[config.mk]
export PLATFORM = sky130hd
export DESIGN_NAME = lru_matrix8
export DESIGN_NICKNAME = d
export VERILOG_FILES = /design/src/rtl/lru_pkg.sv /design/src/rtl/lru_age_cell.sv /design/src/rtl/lru_matrix8.sv
export SDC_FILE = /design/constraint.sdc
export NUM_CORES = 1
export LEC_CHECK = 0
export BUFFER_PORTS_ARGS = -buffer_cell sky130_fd_sc_hd__buf_4
export CORE_MARGIN = 2
export CORE_UTILIZATION = 54
export DETAILED_ROUTE_END_ITERATION = 10
export PLACE_DENSITY_LB_ADDON = 0.15
export SLEW_MARGIN = 15
export SYNTH_ARGS = -nofsm -noshare
export SYNTH_HDL_FRONTEND = slang
export SYNTH_SLANG_ARGS = --single-unit
[constraint.sdc]
create_clock -name clk -period 1.67 [get_ports clk]
set_input_delay 0.2505 -clock clk [delete_from_list [all_inputs] [get_ports clk]]
set_output_delay 0.2505 -clock clk [all_outputs]
set_load 0.1 [all_outputs]
[src/rtl/lru_pkg.sv]
// Shared types and helpers for the 8-way true-LRU age matrix.
package lru_pkg;

   localparam int LRU_WAYS  = 8;
   localparam int LRU_IDX_W = $clog2(LRU_WAYS);

   typedef logic [LRU_WAYS-1:0] way_mask_t;

   function automatic logic [LRU_IDX_W-1:0] onehot_to_idx(
      input way_mask_t m
   );
      logic [LRU_IDX_W-1:0] idx;
      idx = '0;
      for (int i = 0; i < LRU_WAYS; i++) begin
         if (m[i]) idx |= LRU_IDX_W'(i);
      end
      return idx;
   endfunction

endpackage

[src/rtl/lru_age_cell.sv]
// One age-matrix bit: set when its row way is touched, cleared for its column way.
module lru_age_cell (
   input  logic clk,
   input  logic reset,
   input  logic set,
   input  logic clr,
   output logic q
);

   always_ff @(posedge clk or posedge reset) begin
      if (reset)    q <= 1'b0;
      else if (set) q <= 1'b1;
      else if (clr) q <= 1'b0;
   end

endmodule

[src/rtl/lru_matrix8.sv]
// True-LRU tracker for an 8-entry victim cache, one-hot LRU output.
// Define LRU_IDX_OUT_EN to add the binary lru_idx output.
module lru_matrix8
   import lru_pkg::*;
#(
   parameter int WAYS = LRU_WAYS
) (
   input  logic                    clk,
   input  logic                    reset,
   input  logic [WAYS-1:0]         lru_update,
   input  logic                    add_cache,
`ifdef LRU_IDX_OUT_EN
   output logic [$clog2(WAYS)-1:0] lru_idx,
`endif
   output logic [WAYS-1:0]         lru_number
);

   logic [WAYS-1:0]            upd_pri;
   logic [WAYS-1:0]            touch;
   // older[i][j]: way i is older than way j (diagonal tied high)
   logic [WAYS-1:0][WAYS-1:0]  older;

   assign upd_pri = lru_update & (~lru_update + WAYS'(1));
   assign touch   = add_cache ? lru_number : upd_pri;

   for (genvar r = 0; r < WAYS; r++) begin : g_row
      assign older[r][r] = 1'b1;
      for (genvar c = 0; c < r; c++) begin : g_col
         logic q;

         lru_age_cell u_cell (
            .clk   (clk),
            .reset (reset),
            .set   (touch[r]),
            .clr   (touch[c]),
            .q     (q)
         );

         assign older[c][r] = q;
         assign older[r][c] = ~q;
      end
   end

   for (genvar k = 0; k < WAYS; k++) begin : g_dec
      assign lru_number[k] = &older[k];
   end

`ifdef LRU_IDX_OUT_EN
   assign lru_idx = onehot_to_idx(lru_number);
`endif

endmodule

Yosys cells after proc, flatten, opt, wreduce, memory -nomap -nowiden
Index checks and enable logic that the tools add are counted.
{ "op_classes": {"addsub": 1, "mul": 0, "div_mod_pow": 0, "order_cmp": 0, "eq_ne": 0, "n_shift": 0, "muxes": 36, "n_bitwise": 30, "reduce_logical": 36} }
{ "ops": {"columns": ["cell", "n"], "rows": [
  ["7-bit AND reduction", 8],
  ["2-bit nonzero test", 28],
  ["1-bit 2-to-1 mux", 35],
  ["1-bit NOT", 28],
  ["8-bit by 1-bit adder with 8-bit output, second input constant", 1],
  ["8-bit AND", 1],
  ["8-bit 2-to-1 mux", 1],
  ["8-bit NOT", 1]
]} }
{ "totals": {"reg_bits": 28, "latchBits": 0, "mem_bits_rw": 0, "romBits": 0, "out_inout_bits": 8, "memories": 0} }

Depth between registers and ports, before layout
{ "depth": {"word_depth": 6, "depth_mapped": 5} }

Cells and area by module
Synthesis repeated with hierarchy kept, for this count alone.
{ "hier_totals": {"cells_unflattened": 151, "area_unflattened_um2": 1431.4} }
{ "by_module_without_submodules": {"columns": ["module", "n_inst", "cells_per_inst", "area_per_inst_um2"], "rows": [
  ["lru_age_cell", 28, 4, 40.0],
  ["lru_matrix8", 1, 39, 310.3]
]} }

Worst setup path before layout
OpenSTA, ideal clock, no wires.
{ "synth_timing": {"path_type": "reg2reg", "startpoint": "reg g_row[4].g_col[3].u_cell.q", "endpoint": "reg g_row[7].g_col[4].u_cell.q", "setup_ps": 120, "t_arrival_ps": 3131, "required_ps": 1550, "path_slack_ps": -1581, "path_stages_with_launch": 5, "n_path_buf": 0, "synth_period_minus_slack_ps": 3251, "cell_sequence": "dfrtp_1 > or3b_1 > nor4_2 > a32oi_1 > a21o_2"} }
{ "synth_via": {"elab_chain_len": 4} }
{ "synth_rtl": {"columns": ["item", "line", "rtl"], "rows": [
  ["start, declared", "lru_age_cell.sv:7", "output logic q"],
  ["start signal, assigned", "lru_age_cell.sv:11", "if (reset) q <= 1'b0;"],
  ["start signal, assigned", "lru_age_cell.sv:12", "else if (set) q <= 1'b1;"],
  ["start signal, assigned", "lru_age_cell.sv:13", "else if (clr) q <= 1'b0;"],
  ["1-bit NOT", "lru_matrix8.sv:40", "assign older[r][c] = ~q;"],
  ["7-bit AND reduction", "lru_matrix8.sv:45", "assign lru_number[k] = &older[k];"],
  ["net lru_number[4]", "lru_matrix8.sv:15", "output logic [WAYS-1:0] lru_number"],
  ["8-bit 2-to-1 mux", "lru_matrix8.sv:24", "assign touch = add_cache ? lru_number : upd_pri;"],
  ["2-bit nonzero test (no source line)", null, null],
  ["end signal, assigned", "lru_age_cell.sv:11", null],
  ["end signal, assigned", "lru_age_cell.sv:12", null],
  ["end signal, assigned", "lru_age_cell.sv:13", null],
  ["end, declared", "lru_age_cell.sv:7", null]
]} }
The timed path passes the listed nets, and every way through them passes these cells.
A chain may end at the register's enable or synchronous reset.

Final worst setup path
{ "layout_timing": {"startpoint": "reg g_row[6].g_col[2].u_cell.q", "endpoint": "out lru_number[6]"} }
{ "layout_via": {"elab_chain_len": 2} }
{ "layout_rtl": {"columns": ["item", "line"], "rows": [
  ["start, declared", "lru_age_cell.sv:7"],
  ["start signal, assigned", "lru_age_cell.sv:11"],
  ["start signal, assigned", "lru_age_cell.sv:12"],
  ["start signal, assigned", "lru_age_cell.sv:13"],
  ["1-bit NOT", "lru_matrix8.sv:40"],
  ["7-bit AND reduction", "lru_matrix8.sv:45"],
  ["end, declared", "lru_matrix8.sv:15"]
]} }
Every way passes these cells.

==> impl_summary.txt <==
----------------------------------------------------
[Finish]
  Growth of design area from synthesis to finish ... 45.5%
  Reg area ... 701 sq um
  Filler cell count in the final layout ... around 120
  Finished Core Util ... between 80% and 90%
  Flip-flop count of the largest register, all copies and words added ... 28
  Diodes inserted ... 0
  Largest registers ... g_row.g_col.u_cell.q (28)
  Nets ... about 170
  Total non-filler cell area in the finished layout ... about 1800 sq um
  Largest Register ... g_row.g_col.u_cell.q
  Combined area of the multi-input logic cells ... around 620 sq um
  Fraction of layout cells with a size suffix above 1 ... about half

[Logic synthesis]
  Top-area cell type share of the netlist area ... between 50% and 60%
  Adder-Cell Fraction of Synth Area ... 0%
  Most used flip-flop cell after synthesis ... dfrtp_1
  Post-synth design cell area ... approximately 1300 sq um
  Distinct cell type count of the synthesized netlist ... 30
  Synth Area in Simple Gates ... 24.2%
  Avg Cell Area, Syn ... approximately 12 sq um
  Warning count from the yosys run ... 0
  Cell type with the highest aggregate area in the netlist ... dfrtp_1
  Ys async rst share ... between 90% and 100%
  Number of synthesized register bits ... 28
  Top post-synthesis cells by area ... dfrtp_1, a21o_1, nand2_1
  Number of nets in the synthesized netlist ... roughly 120
  Area share of xor/xnor cells in the synthesized design ... 0%
  Synth Area in Compound Gates ... 18.2%
  Post-synthesis instance total ... around 110
  EDFF count, synth ... 0
  Share of synthesized area occupied by flip-flops and latches ... between 50% and 60%
  Mux cell area share after synthesis ... 0%
  Combinational family with the most area after synthesis ... simple AND/OR/NAND/NOR gates

[Clocking]
  Buffers from clock root to sink, at most ... 2
  H-tree depth ... 1
  CTS sink cnt ... 28
  Total CTS buffers ... 3
  CTS tree ... built
  Buffer cell driving the clock tree root ... clkbuf_4
  Clock-pin transition on the worst setup and hold timing paths ... 0.15 ns
  Source-to-sink clock delay at the later pin of the worst-skew pair ... 0.33 ns

[Routing]
  Post-route DRC violation count ... 0
  Detailed-route vias per instance ... 5.88
  Per-cell routed wire length ... approximately 18 um
  Post-detailed-routing wire length ... 3450 um
  Starting DRC count in detailed routing ... 20
  Vias ... approximately 1100
  Count of nets left with antenna violations after detail routing ... 0
  Pre-antenna DRT Iters ... 4

[Timing]
  Headroom to the max-slew limit ... 69.8%
  Post-layout worst setup margin ... -0.343 ns
  Transition time at the pin with the least slew margin ... 0.453 ns
  Final setup fails ... 9
  Final Critical Period ... about 2.0 ns
  Highest clock frequency the design can meet ... ~500 MHz
  RSZ-0062 raised after global routing ... yes
  Final Slew Violations ... 0
  Fin Setup TNS ... -1.35 ns
  Total count of hold-check failures in the final report ... 0
  Skew final ... roughly 0.0077 ns
  Final Cycle Share ... 121%

[Placed design]
  Post-DP Area ... roughly 1600 sq um
  Placed wire-length estimate after detailed placement ... 2320 um
  Number of port buffers ... 18
  Final GP Congestion ... about 0.83

[GRT]
  Global route overflow ... 0
  Number of antenna violations at the first check in global routing ... 0
  Via count of the first global-routing pass ... 1119
  Global-route wire length before repair ... 5440 um
  Overall fraction of global-route tracks in use ... between 20% and 30%
  Largest net degree at the start of global routing ... 29

[Critical path]
  CP top delay family ... simple AND/OR/NAND/NOR gates
  Endpoint type of the worst setup path ... primary output
  Crit-path max FO ... 2
  Critical path class ... reg -> out
  Crit path buf inv count ... 1
  Largest stage delay on the critical path ... ~0.55 ns
  Required @ worst endpoint ... 1.42 ns
  Standard cell with the maximum stage delay on the critical path ... or4b_4
  Internal reg-to-reg setup slack ... -0.01 ns
  Startpoint Class ... flop
  WP data arrival ... roughly 1.8 ns
  Ordered cell list for the critical path ... or4b_4 -> nor4_4 -> buf_6

[Power and ir drop]
  Post-layout power ... roughly 2.8 mW
  Fraction of power spent switching nets ... approximately 38%
  Proportion of power drawn by the clock network ... approximately 12%
  Cell internal pwr ... around 1.7 mW
  IR Drop Worst-Case VDD ... around 1.0 mV
  Comb pwr share ... 43.3%
  Leakage power ... ~0.96 nW
  Power per standard cell area ... roughly 1500 nW/um^2
  Switching power of the nets ... between 1 and 1.5 mW
  Seq pwr share ... between 40 and 50%

[Die]
  Std-Cell Core Area ... approximately 2200 sq um
  Vertical extent of the die ... approximately 52 um
  Core Rows ... 17
  Chip width ... 52.4 um
  DIE AREA ... between 2000 and 3000 sq um
  Initial Util ... 57.2%
  I/O pin count ... 19

[Run status]
  Failing checks ... negative setup slack
  Outcome ... finished, violations left

[Min path]
  Worst hold path class ... in -> reg

[Job]
  Max-cap check violation count ... 0

----------------------------------------------------
-- final cells by class --
cell class | instances | share of cell area [%]
inverter | 6 | 1.22
sequential | 28 | 38.1
multi-input combinational | 73 | 33.6
timing repair buffer | 48 | 23.2
tap | 28 | 1.90
clock buffer | 4 | 1.97
-- cells in the mapped netlist, types with 2 or more instances --
cell,n
nor4_4,2
a21o_2,5
nor2_1,4
inv_1,6
nor4_2,2
nor4b_1,2
a32oi_1,2
nand3_1,2
o21bai_1,3
and4_1,3
a21o_1,10
dfrtp_1,28
nand4_1,2
nand2_1,20
nand4b_1,2
-- power groups by stage --
stage / sequential, mW / clock, mW / combinational [mW]
floorplan: 1.18 / 0 / 0.637
global placement: 1.23 / 0 / 0.927
detailed placement: 1.24 / 0 / 0.947
CTS: 1.22 / 0.328 / 1.09
global route: 1.26 / 0.364 / 1.26
finish: 1.23 / 0.333 / 1.19
-- worst register-to-register path: stages, from the launching register on --
cell and delay [ns]:
dfrtp_1 0.41, or4_4 0.55, nor4_4 0.18, buf_4 0.18
o2bb2ai_4 0.15, o21bai_1 0.14
-- through the flow --
stage | hold WS, ns | worst slack, ns | std cells
floorplan | 0.316 | -0.771 | 108
global placement | 0.334 | 0.00807 | 167
detailed placement | 0.338 | -0.0111 | 167
CTS | 0.297 | -0.336 | 182
global route | 0.283 | -0.387 | 187
finish | 0.268 | -0.343 | 187
-- per-layer routing --
layer / share of wire, % / wire length, um / global-route usage, %
met1: 43 / 1480 / 39.5
met2: 50 / 1730 / 43.5
met3: 3.8 / 130 / 4.29
met4: 3.0 / 103 / 12.4
met5: 0 / 0 / 0
-- worst paths after layout --
check | end | startpoint | depth (start not counted)
worst max register to register | g_row[7].g_col[6].u_cell.q | g_row[7].g_col[0].u_cell.q | 5
min in group asynchronous | g_row[7].g_col[2].u_cell.q | reset | 4
worst min register to register | g_row[1].g_col[0].u_cell.q | g_row[1].g_col[0].u_cell.q | 2
max in group asynchronous | g_row[4].g_col[2].u_cell.q | reset | 4
worst max-delay path | lru_number[6] | g_row[6].g_col[2].u_cell.q | 3
worst min-delay path | g_row[3].g_col[2].u_cell.q | lru_update[3] | 3
-- cell families (layout without fill, tap and decap cells) --
kind of cell,count (synthesis),count (layout)
and+or+nand+nor,46,46
DFF,28,28
AOI/OAI and AO/OA,27,27
buffers and inverters,7,58
-- placed cells by master (no fill, tap or decap), types with 3 or more instances in the layout --
| cell type | count |
|---|---|
| buf_4 | 39 |
| dfrtp_1 | 28 |
| nand2_1 | 20 |
| a21o_1 | 10 |
| inv_1 | 6 |
| a21o_2 | 5 |
| nor4_4 | 4 |
| buf_12 | 4 |
| buf_6 | 4 |
| o21bai_1 | 3 |
| clkbuf_4 | 3 |
-- what timing repair did --
item                                    4_1_cts  5_1_grt
cloned                                        0        0
endpoints found under the setup margin       10       30
hold buffers                                  1        0
buffers inserted                             11        7
gates resized for setup                      16        7
endpoints found under the hold margin        28        0
pin swaps                                     9        9
Note: power is estimated with default switching activity, not from simulation.
